[src/rtl/button_event_controller_if.sv]
// Event output channel of button_event_controller.
//   evt_valid : event available (driven by the controller)
//   evt_ready : consumer accepts the event on a posedge where evt_valid is high
//   evt_id    : index of the button that produced the event
//   evt_type  : 0 PRESS, 1 RELEASE, 2 LONG, 3 REPEAT
// master = controller side, slave = consumer side.
interface button_event_controller_if #(
  parameter int N_BUTTONS = 4
);
  localparam int IW = $clog2(N_BUTTONS);

  logic          evt_valid;
  logic          evt_ready;
  logic [IW-1:0] evt_id;
  logic [1:0]    evt_type;

  modport master (output evt_valid, output evt_id, output evt_type, input evt_ready);
  modport slave  (input evt_valid, input evt_id, input evt_type, output evt_ready);
endinterface

[src/rtl/button_event_controller.sv]
// Turns N debounced button levels into one PRESS/RELEASE/LONG/REPEAT event
// stream. Each button lane has an edge detector, a small FSM, a hold timer
// and a one-deep pending slot; a round-robin arbiter drains the slots into
// a registered valid/ready output.
//   clk, reset     : clock, asynchronous active-high reset
//   btn_level      : debounced levels, 1 = pressed
//   evt            : event channel (master modport)
//   overflow       : sticky per button, a pending event was overwritten
//   overflow_clear : one-cycle pulse clearing every overflow bit

// Per-button lane: edge detect, press/hold FSM, timer, pending slot.
module button_event_lane #(
  parameter int LONG_PRESS_CYCLES = 8,
  parameter int REPEAT_CYCLES     = 4,
  parameter int TW                = 4
) (
  input  logic       clk,
  input  logic       reset,
  input  logic       level,
  input  logic       grant,
  input  logic       overflow_clear,
  output logic       slot_full,
  output logic [1:0] slot_type,
  output logic       overflow
);
  typedef enum logic [1:0] {IDLE, PRESSED, HELD} state_t;

  localparam logic [1:0] EVT_PRESS   = 2'd0;
  localparam logic [1:0] EVT_RELEASE = 2'd1;
  localparam logic [1:0] EVT_LONG    = 2'd2;
  localparam logic [1:0] EVT_REPEAT  = 2'd3;

  localparam logic [TW-1:0] LONG_LAST = TW'(LONG_PRESS_CYCLES - 1);
  localparam logic [TW-1:0] REP_LAST  = (REPEAT_CYCLES > 0) ? TW'(REPEAT_CYCLES - 1) : '0;

  state_t        state, state_n;
  logic [TW-1:0] timer, timer_n;
  logic          btn_q;
  logic          rise, fall;
  logic          post;
  logic [1:0]    post_type;
  logic          slot_full_n;
  logic [1:0]    slot_type_n;
  logic          overflow_n;

  assign rise = level & ~btn_q;
  assign fall = ~level & btn_q;

  // Falls are checked before timer expiry so a release always wins.
  always_comb begin
    state_n   = state;
    timer_n   = timer;
    post      = 1'b0;
    post_type = EVT_PRESS;
    unique case (state)
      IDLE: begin
        if (rise) begin
          post      = 1'b1;
          post_type = EVT_PRESS;
          timer_n   = '0;
          state_n   = PRESSED;
        end
      end
      PRESSED: begin
        if (fall) begin
          post      = 1'b1;
          post_type = EVT_RELEASE;
          timer_n   = '0;
          state_n   = IDLE;
        end else if (timer == LONG_LAST) begin
          post      = 1'b1;
          post_type = EVT_LONG;
          timer_n   = '0;
          state_n   = HELD;
        end else begin
          timer_n = timer + 1'b1;
        end
      end
      HELD: begin
        if (fall) begin
          post      = 1'b1;
          post_type = EVT_RELEASE;
          timer_n   = '0;
          state_n   = IDLE;
        end else if (REPEAT_CYCLES > 0) begin
          if (timer == REP_LAST) begin
            post      = 1'b1;
            post_type = EVT_REPEAT;
            timer_n   = '0;
          end else begin
            timer_n = timer + 1'b1;
          end
        end
      end
      default: begin
        state_n = IDLE;
        timer_n = '0;
      end
    endcase
  end

  // A post on the same edge as a grant refills the slot without overflow.
  always_comb begin
    slot_full_n = slot_full;
    slot_type_n = slot_type;
    if (grant) slot_full_n = 1'b0;
    if (post) begin
      slot_full_n = 1'b1;
      slot_type_n = post_type;
    end
    if (overflow_clear)                   overflow_n = 1'b0;
    else if (post && slot_full && !grant) overflow_n = 1'b1;
    else                                  overflow_n = overflow;
  end

  always_ff @(posedge clk or posedge reset) begin
    if (reset) begin
      state     <= IDLE;
      timer     <= '0;
      btn_q     <= 1'b0;
      slot_full <= 1'b0;
      slot_type <= EVT_PRESS;
      overflow  <= 1'b0;
    end else begin
      state     <= state_n;
      timer     <= timer_n;
      btn_q     <= level;
      slot_full <= slot_full_n;
      slot_type <= slot_type_n;
      overflow  <= overflow_n;
    end
  end
endmodule

module button_event_controller #(
  parameter int N_BUTTONS         = 4,
  parameter int LONG_PRESS_CYCLES = 50000000,
  parameter int REPEAT_CYCLES     = 10000000
) (
  input  logic                    clk,
  input  logic                    reset,
  input  logic [N_BUTTONS-1:0]    btn_level,
  button_event_controller_if.master evt,
  output logic [N_BUTTONS-1:0]    overflow,
  input  logic                    overflow_clear
);
  localparam int IW   = $clog2(N_BUTTONS);
  localparam int TMAX = (LONG_PRESS_CYCLES > REPEAT_CYCLES) ? LONG_PRESS_CYCLES : REPEAT_CYCLES;
  localparam int TW   = $clog2(TMAX + 1);

  logic [N_BUTTONS-1:0]      slot_full;
  logic [N_BUTTONS-1:0][1:0] slot_type;
  logic [N_BUTTONS-1:0]      grant;
  logic [IW-1:0]             rr_ptr, winner;
  logic                      any_full;
  logic                      load;
  int                        idx;
  logic                      valid_q;
  logic [IW-1:0]             id_q;
  logic [1:0]                type_q;

  for (genvar i = 0; i < N_BUTTONS; i++) begin : g_lane
    button_event_lane #(
      .LONG_PRESS_CYCLES(LONG_PRESS_CYCLES),
      .REPEAT_CYCLES    (REPEAT_CYCLES),
      .TW               (TW)
    ) u_lane (
      .clk           (clk),
      .reset         (reset),
      .level         (btn_level[i]),
      .grant         (grant[i]),
      .overflow_clear(overflow_clear),
      .slot_full     (slot_full[i]),
      .slot_type     (slot_type[i]),
      .overflow      (overflow[i])
    );
  end

  // First full slot scanning upward from rr_ptr. Slots are registered, so a
  // slot posted on this edge only becomes visible here on the next one.
  always_comb begin
    winner   = '0;
    any_full = 1'b0;
    idx      = 0;
    for (int k = 0; k < N_BUTTONS; k++) begin
      idx = (int'(rr_ptr) + k) % N_BUTTONS;
      if (!any_full && slot_full[IW'(idx)]) begin
        any_full = 1'b1;
        winner   = IW'(idx);
      end
    end
  end

  // Output stage refills when empty or when its event is being accepted.
  assign load = !valid_q || evt.evt_ready;

  always_comb begin
    grant = '0;
    if (load && any_full) grant[winner] = 1'b1;
  end

  always_ff @(posedge clk or posedge reset) begin
    if (reset) begin
      valid_q <= 1'b0;
      id_q    <= '0;
      type_q  <= '0;
      rr_ptr  <= '0;
    end else if (load) begin
      valid_q <= any_full;
      if (any_full) begin
        id_q   <= winner;
        type_q <= slot_type[winner];
        rr_ptr <= (winner == IW'(N_BUTTONS - 1)) ? '0 : winner + 1'b1;
      end
    end
  end

  assign evt.evt_valid = valid_q;
  assign evt.evt_id    = id_q;
  assign evt.evt_type  = type_q;
endmodule

[src/flat_wrapper.sv]
// flat-port wrapper written by rule: the top's interface ports become plain ports
module button_event_controller_flat 
#(
  parameter int N_BUTTONS         = 4,
  parameter int LONG_PRESS_CYCLES = 50000000,
  parameter int REPEAT_CYCLES     = 10000000
)
  (clk, reset, btn_level, overflow, overflow_clear, evt_evt_valid, evt_evt_id, evt_evt_type, evt_evt_ready);
  button_event_controller_if #(.N_BUTTONS(N_BUTTONS)) evt_i ();
  input  logic clk;
  input  logic reset;
  input  logic [N_BUTTONS-1:0] btn_level;
  output logic [N_BUTTONS-1:0] overflow;
  input  logic overflow_clear;
  output wire logic [$bits(evt_i.evt_valid)-1:0] evt_evt_valid;
  output wire logic [$bits(evt_i.evt_id)-1:0] evt_evt_id;
  output wire logic [$bits(evt_i.evt_type)-1:0] evt_evt_type;
  input wire logic [$bits(evt_i.evt_ready)-1:0] evt_evt_ready;
  assign evt_evt_valid = evt_i.evt_valid;
  assign evt_evt_id = evt_i.evt_id;
  assign evt_evt_type = evt_i.evt_type;
  assign evt_i.evt_ready = evt_evt_ready;
  button_event_controller #(.N_BUTTONS(N_BUTTONS), .LONG_PRESS_CYCLES(LONG_PRESS_CYCLES), .REPEAT_CYCLES(REPEAT_CYCLES)) u_core (.clk(clk), .reset(reset), .btn_level(btn_level), .evt(evt_i), .overflow(overflow), .overflow_clear(overflow_clear));
endmodule
[config.mk]
export PLATFORM = sky130hd
export DESIGN_NAME = button_event_controller_flat
export DESIGN_NICKNAME = d
export VERILOG_FILES = /design/src/rtl/button_event_controller_if.sv /design/src/rtl/button_event_controller.sv /design/src/flat_wrapper.sv
export SDC_FILE = /design/constraint.sdc
export NUM_CORES = 1
export LEC_CHECK = 0
export ABC_AREA = 1
export ABC_CLOCK_PERIOD_IN_PS = 1990
export CORE_MARGIN = 4
export CORE_UTILIZATION = 28
export DETAILED_ROUTE_END_ITERATION = 8
export MAX_ROUTING_LAYER = met4
export SKIP_CTS_REPAIR_TIMING = 1
export SYNTH_ARGS = -nofsm -noshare
export SYNTH_HDL_FRONTEND = slang
export SYNTH_HIERARCHICAL = 1
export SYNTH_SLANG_ARGS = --single-unit
[constraint.sdc]
create_clock -name clk -period 1.99 [get_ports clk]
set_input_delay 0.398 -clock clk [delete_from_list [all_inputs] [get_ports clk]]
set_output_delay 0.398 -clock clk [all_outputs]
set_load 0.05 [all_outputs]
==> qor.txt, run 1 <==
Status -> complete, but fails checks
Failing checks -> negative setup slack
Buffer depth of the longest clock path -> 2
Max Cap Violations -> 0
FF+latch count, synth -> 139
Worst slew pin tran -> 507 ps
Synth area leaders -> dfrtp_1 (38%), nand2_1 (13%), nor2_1 (9.1%)
Synth Flop Type -> dfrtp_1
Synthesized area -> 0.00905 mm²
N_diodes -> 0
Crit end category -> flop
DRC Markers -> 0
Ys Warns -> 6
Kind of critical path -> flop to flop
IO Port Bufs -> 16
Core Footprint -> 0.0317 mm²
RR Startpoint -> u_core/rr_ptr[0]
Async set-or-reset flop fraction in the synthesized netlist -> 100%
FILL cells -> 3,350
Yosys top cell by area -> dfrtp_1
VDD IR max -> 0.700 mV
Period utilisation layout -> 101%
First-pass GRT wire length -> 36,300 µm
Vias in the first global route -> 7,551
Final min period -> 2020 ps
Final wirelength -> 21,000 µm
Leakage -> 4.62 nW
Root Buffer -> clkbuf_16
DR vias/cell -> 4.51
CP Max Fanout -> 7
Syn Nets -> 1,277
Routed vias -> 7,829
Setup TNS -> -29.1 ps
Share of cells above drive strength 1 -> 19.3%
Commonest non-fill, non-tap cell in the layout -> nand2_1
ANT nets after route -> 0
GRT Total Usage -> 12.6%
Initial antenna violation count -> 0
Post-synth EDFFs -> 0
Maximum clock frequency -> 495 MHz
Starting density of the core -> 28.5%
HPWL Detailed -> 15,600 µm
Final hold viol count -> 0
Design Area, Final -> 0.0108 mm²
Die X -> 188 µm
Clock latency on the worst-skew pair -> 430 ps
PwrDens -> 1100 mW/mm²
Sink Count -> 139
Clock Pin Slew Worst Setup and Hold Paths -> 70 ps
Unrepaired setup endpoints after global routing -> true
Syn-to-layout area delta -> 19.4%
Hold Path Class -> input port to asynchronous set/reset pin
Storage element area -> 0.00348 mm²
Most frequent cells in the layout -> nand2_1 (290), nor2_1 (207), inv_1 (162)
Final Worst Setup Slack -> -29.1 ps
Crit path launch -> u_core/rr_ptr[0]
# nets final -> 1,349
Critical Path AT -> 2310 ps
Final core occ -> 34.1%
Row cnt -> 65
Worst Path Required -> 2280 ps
Post-DP Area -> 0.00997 mm²
Initial DRC Count -> 495
Multi-input gate area -> 0.00496 mm²
H-tree depth -> 4
I/O pin cnt -> 17
Mapped Cells -> 1,249
CTS buffer count -> 17
Slew Viols, Final -> 0
Finish-stage setup viols -> 1
Seq/Total Area, Yosys -> 38.4%
Die area -> 0.0353 mm²
Global route overflow -> 0
Critical path startpoint category -> flop
DR pass1 iterations -> 5
Worst clock skew -> 10.3 ps
Slew HR -> 66.1%
Largest net degree at the start of global routing -> 34
Post-synth top area share -> 38.4%
Placer Congestion -> 0.887
Hold slack -> 475 ps
Wire per inst -> 12.1 µm
Synth cell types -> 36
Height of the die -> 188 µm
Mean Syn Cell Area -> 7.25 µm²
CTS tree -> yes
Power Total -> 0.0119 W
cell usage after synthesis, drive strengths merged (4+ instances only):
| library cell | number |
|---|---|
| a21oi | 34 |
| o21a | 4 |
| nand4 | 18 |
| inv | 175 |
| nand2 | 336 |
| buf | 12 |
| o22ai | 4 |
| xor2 | 25 |
| dfrtp | 139 |
| nor3 | 30 |
| xnor2 | 11 |
| ha | 20 |
| o21ai | 45 |
| and3 | 4 |
| nor2 | 268 |
| nand3 | 96 |
| nor3b | 14 |
| nor4 | 7 |
layout make-up:
| cell class | instances | area share [%] |
|---|---|---|
| Clock buffer | 17 | 3.94 |
| Inverter | 175 | 6.12 |
| Multi-Input combinational cell | 923 | 45.9 |
| Timing Repair Buffer | 65 | 5.68 |
| Sequential cell | 139 | 32.2 |
| Clock inverter | 15 | 1.53 |
| Tap cell | 402 | 4.65 |
stage by stage:
step / setup slack (ps) / std cells
6_report: -29.1 / 1736
3_5_place_dp: -26.4 / 1695
3_3_place_gp: 13.4 / 1695
5_1_grt: -122 / 1736
4_1_cts: -45.8 / 1727
2_1_floorplan: 306 / 1249
worst max-delay path, cell delays in order, from the launching register on:
cell     delay (ps)
dfrtp_2         460
buf_6           150
nand2_2          60
nand2_2          70
nand2_2          80
nand2_2          70
nor2_4          160
nand3_4         120
nand2_4         120
nand2_8          80
nor2_4          150
inv_2            60
nor2_4          120
nor2_2           50
nand3_1          80
a21oi_2          50
power by group:
part	total [W]	switching [W]	internal, W
Clock	0.00321	0.00134	0.00187
Sequential	0.00340	0.000275	0.00312
Combinational	0.00533	0.00334	0.00199
Total	0.0119	0.00495	0.00698
registers in the layout (all words and copies together), names as in the netlist, 2 cells and up:
signal                          cells
u_core/g_lane.u_lane/btn_q          4
u_core/g_lane.u_lane/slot_full      4
u_core/g_lane.u_lane/overflow       4
u_core/evt.evt_id                   2
u_core/g_lane.u_lane/slot_type      8
u_core/g_lane.u_lane/state          8
u_core/rr_ptr                       2
u_core/evt.evt_type                 2
u_core/g_lane.u_lane/timer        104
final timing paths:
kind | end | slack, ps | cells after the start
worst min-delay path | u_core/evt.evt_valid | 480 | 2
max in group asynchronous | u_core/g_lane[1].u_lane/timer[9] | 1180 | 3
worst min register to register | u_core/evt.evt_type[1] | 490 | 2
min in group clk | u_core/evt.evt_type[1] | 490 | 2
worst max register to register | u_core/g_lane[3].u_lane/overflow | -30 | 15
worst max-delay path | u_core/g_lane[3].u_lane/overflow | -30 | 15
kinds of logic after synthesis:
group | Yosys count | share of synthesized area (%)
AO/OA/AOI/OAI | 91 | 6.26
XOR/XNOR | 36 | 3.48
adder cells (fa/ha/maj) | 20 | 2.77
buffers and inverters | 187 | 8.46
flip-flops | 139 | 38.4
AND/OR/NAND/NOR | 776 | 40.6
per-layer routing:
layer	global-route usage (%)	vias up	share of wire (%)
li1	-	4062	-
met1	16.6	3644	49
met2	20.0	106	47
met3	2.23	17	2.8
met4	3.33	0	1.2
met5	-	-	0
Power figures use the tool's default switching activity.
==> run 2: changes to the inputs <==
CORE_UTILIZATION = 63   (was 28)
CTS_CLUSTER_DIAMETER = 40   (was unset)
PLACE_DENSITY = 0.8   (was unset)
SYNTH_HIERARCHICAL = unset   (was 1)
==> run 2 against run 1 <==
- the run still ends with negative setup slack left
- sequential share of layout area rose by 1.7 points
- die area down 56%
- first-iteration DRC count increased by 26%
- worst setup slack worse by 75 ps
- clock skew up 0.68 ps
- wire length is 4.5% lower
- global-route usage increased by 14 points
- via count stayed put
- core utilization up 43 points
- sequential power barely moved
- critical endpoint is now u_core.g_lane[3].u_lane.overflow
- highest routed layer unchanged
==> qor.txt, run 2 <==
Largest register FFs -> 104 (unchanged)
VDD IR max -> 0.931 mV (was 0.700 mV)
Period utilisation layout -> 105% (was 101%)
Switch share -> 39.6% (was 41.5%)
Final Worst Setup Slack -> -104 ps (was -29.1 ps)
Multi-input gate area -> 0.00460 mm² (was 0.00496 mm²)
Hold slack -> 424 ps (was 475 ps)
Die X -> 125 µm (was 188 µm)
Die area -> 0.0157 mm² (was 0.0353 mm²)
Leakage -> 4.52 nW (was 4.62 nW)
Status -> complete, but fails checks (unchanged)
Maximum clock frequency -> 477 MHz (was 495 MHz)
Worst clock skew -> 10.9 ps (was 10.3 ps)
Largest net degree at the start of global routing -> 61 (was 34)
HPWL Detailed -> 13,900 µm (was 15,600 µm)
Root Buffer -> clkbuf_16 (unchanged)
# nets final -> 1,254 (was 1,349)
Wire per inst -> 14.2 µm (was 12.1 µm)
Internal power -> 0.00758 W (was 0.00698 W)
Synthesized area -> 0.00866 mm² (was 0.00905 mm²)
Yosys top cell by area -> dfrtp_1 (unchanged)
Core Footprint -> 0.0133 mm² (was 0.0317 mm²)
Synth cell types -> 41 (was 36)
Worst R2R Path Depth -> 15 (unchanged)
Finish-stage setup viols -> 6 (was 1)
Final core occ -> 76.9% (was 34.1%)
Post-synth top area share -> 40.2% (was 38.4%)
Storage element area -> 0.00348 mm² (about the same)
Final wirelength -> 20,100 µm (was 21,000 µm)
Comb pwr share -> 45.2% (was 44.7%)
First-pass GRT wire length -> 33,800 µm (was 36,300 µm)
Async set-or-reset flop fraction in the synthesized netlist -> 100% (unchanged)
IO Port Bufs -> 16 (unchanged)
Slew Viols, Final -> 0 (unchanged)
Slowest stage delay, CP -> 450 ps (was 460 ps)
Initial antenna violation count -> 0 (unchanged)
Row cnt -> 42 (was 65)
Top delay family on crit path -> simple AND/OR/NAND/NOR gates (unchanged)
Final min period -> 2090 ps (was 2020 ps)
Top sig layer -> met4 (unchanged)
Share of cells above drive strength 1 -> 16.2% (was 19.3%)
Initial DRC Count -> 624 (was 495)
Worst slew pin tran -> 512 ps (was 507 ps)
Max Cap Violations -> 0 (unchanged)
Syn Nets -> 1,179 (was 1,277)
Height of the die -> 125 µm (was 188 µm)
Mean Syn Cell Area -> 7.55 µm² (was 7.25 µm²)
Critical path startpoint category -> flop (unchanged)
I/O pin cnt -> 17 (unchanged)
Slew HR -> 65.8% (was 66.1%)
Clock Pin Slew Worst Setup and Hold Paths -> 60 ps (was 70 ps)
Worst setup endpoint -> u_core.g_lane[3].u_lane.overflow (was u_core/g_lane[3].u_lane/overflow)
N_diodes -> 0 (unchanged)
Power Total -> 0.0126 W (was 0.0119 W)
DR vias/cell -> 5.55 (was 4.51)
Syn-to-layout area delta -> 18.6% (was 19.4%)
Seq/Total Area, Yosys -> 40.2% (was 38.4%)
FF+latch count, synth -> 139 (unchanged)
CTS tree -> yes (unchanged)
Starting density of the core -> 64.8% (was 28.5%)
Critical path buffer and inverter count -> 2 (unchanged)
WL met1 -> 9010 µm (was 10,400 µm)
Synth area leaders -> dfrtp_1 (40%), nand2_1 (11%), inv_1 (7.0%) (was dfrtp_1 (38%), nand2_1 (13%), nor2_1 (9.1%))
Critical Path AT -> 2410 ps (was 2310 ps)
DR pass1 iterations -> 6 (was 5)
Global route overflow -> 0 (unchanged)
Hold Path Class -> input port to asynchronous set/reset pin (unchanged)
RR Startpoint -> u_core.rr_ptr[0] (was u_core/rr_ptr[0])
Post-synth EDFFs -> 0 (unchanged)
Failing checks -> negative setup slack (unchanged)
H-tree depth -> 4 (unchanged)
CTS buffer count -> 17 (unchanged)
Crit path launch -> u_core.rr_ptr[0] (was u_core/rr_ptr[0])
Routed vias -> 7,829 (unchanged)
Top-count cell post-synth -> nand2_1 (unchanged)
Vias in the first global route -> 7,450 (was 7,551)
Critical Path Stages -> 15 (unchanged)
Crit path cell chain -> buf_6, nand2_2, nand2_1, nand2_1, nand2_2, nor2_4, nand3_2, nand3_2, nand2_2, inv_2, ha_4, nand3_2, nand2_2, nand3b_1, a21oi_2 (was buf_6, nand2_2, nand2_2, nand2_2, nand2_2, nor2_4, nand3_4, nand2_4, nand2_8, nor2_4, inv_2, nor2_4, nor2_2, nand3_1, a21oi_2)
ANT nets after route -> 0 (unchanged)
WL met3 -> 955 µm (was 597 µm)
Placer Congestion -> 0.956 (was 0.887)
PwrDens -> 1220 mW/mm² (was 1100 mW/mm²)
P_sw -> 0.00498 W (was 0.00495 W)
Sequential power share -> 27.3% (was 28.5%)
Worst reg2reg endpoint -> u_core.g_lane[3].u_lane.overflow (was u_core/g_lane[3].u_lane/overflow)
Final hold viol count -> 0 (unchanged)
DRC Markers -> 0 (unchanged)
Most frequent cells in the layout -> nand2_1 (239), inv_1 (156), nor2_1 (137) (was nand2_1 (290), nor2_1 (207), inv_1 (162))
Unrepaired setup endpoints after global routing -> true (unchanged)
Worst Path Required -> 2300 ps (was 2280 ps)
GRT Total Usage -> 26.5% (was 12.6%)
Mapped Cells -> 1,147 (was 1,249)
Commonest non-fill, non-tap cell in the layout -> nand2_1 (unchanged)
FILL cells -> 940 (was 3,350)
Routed length on met2 -> 9700 µm (was 9810 µm)
CP Max Fanout -> 6 (was 7)
Ys Warns -> 0 (was 6)
Clock latency on the worst-skew pair -> 430 ps (about the same)
Clock power share -> 27.5% (was 26.9%)
Slowest-stage cell, CP -> dfrtp_2 (unchanged)
Buffer depth of the longest clock path -> 2 (unchanged)
Kind of critical path -> flop to flop (unchanged)
Cell repeated most along the worst path -> nand2_2 (unchanged)
Worst R2R Setup Slack -> -100 ps (was -30 ps)
Top cells by count, synth -> nand2_1 (249), inv_1 (161), dfrtp_1 (139), nor2_1 (139), nand3_1 (78) (was nand2_1 (304), nor2_1 (219), inv_1 (165))
Synth Flop Type -> dfrtp_1 (unchanged)
Largest reg by FF count -> u_core.g_lane.u_lane.timer (was u_core/g_lane.u_lane/timer)
Sink Count -> 139 (unchanged)
Largest regs -> u_core.g_lane.u_lane.timer (104), u_core.g_lane.u_lane.slot_type (8), u_core.g_lane.u_lane.state (8) (was u_core/g_lane.u_lane/timer (104), u_core/g_lane.u_lane/slot_type (8), u_core/g_lane.u_lane/state (8))
Crit end category -> flop (unchanged)
==> run 2: changes by cell type in the layout (fill, tap and decap cells not counted), moves of 20 or more <==
cell,change
nor2_1,-70
nand2_1,-51
xor2_1,+35
o22ai_1,+27
nand4_1,+26
nor2_2,-21
nand2_2,-20
==> run 2: cell type report <==
class	instances	share of cell area [%]
Multi-Input combinational cell	818	44.8
Sequential cell	139	33.9
Timing Repair Buffer	75	6.62
Inverter	171	6.34
Clock buffer	18	4.28
Tap cell	176	2.14
Clock inverter	13	1.94
==> run 2: how the worst min path moves through the flow <==
stage / start / end / slack, ps
CTS: reset / u_core.g_lane[3].u_lane.timer[6] / 430
global route: reset / u_core.g_lane[3].u_lane.timer[3] / 470
global placement: u_core.evt.evt_type[0] / u_core.evt.evt_type[0] / 470
detailed placement: u_core.g_lane[0].u_lane.slot_type[0] / u_core.g_lane[0].u_lane.slot_type[0] / 470
floorplan: btn_level[0] / u_core.g_lane[0].u_lane.btn_q / 430
finish: reset / u_core.g_lane[0].u_lane.timer[21] / 420
==> run 2: power groups by stage <==
stage          Combinational, W  Clock, W  Sequential [W]
5_1_grt                 0.00627   0.00361         0.00347
3_5_place_dp            0.00488         0         0.00345
3_3_place_gp            0.00480         0         0.00344
2_1_floorplan           0.00324         0         0.00351
4_1_cts                 0.00493   0.00350         0.00341
6_report                0.00567   0.00346         0.00343
==> run 2: per-layer routing <==
layer  vias to the layer above  GRT usage (%)
met4                         0           10.7
met5                         -              -
li1                       3862              -
met1                      3664           34.7
met2                       254           41.3
met3                        49           4.65
==> run 2: cell families (layout without fill, tap and decap cells) <==
group / count (synthesis) / after routing / share of synthesized area (%)
buffers and inverters: 190 / 277 / 8.88
AOI/OAI and AO/OA: 111 / 111 / 7.65
muxes: 1 / 1 / 0.116
and+or+nand+nor: 619 / 619 / 33.3
xor gates and xnor gates: 63 / 63 / 6.37
adders and majority gates: 24 / 24 / 3.47
DFF: 139 / 139 / 40.2
==> run 2: worst min-delay path: stages <==
cell             delay [ps]
clkdlybuf4s50_1         440
clkinvlp_4              140
buf_12                  250
==> run 2: metrics by stage <==
step | setup TNS [ps] | worst slack, ps | area, µm² | cells
finish | -374 | -104 | 10300 | 1410
global route | -1260 | -213 | 10300 | 1410
CTS | -478 | -157 | 9970 | 1401
detailed placement | -520 | -70.3 | 9340 | 1370
global placement | -63.2 | -33.7 | 9340 | 1370
floorplan | -19890 | -143 | 8660 | 1147
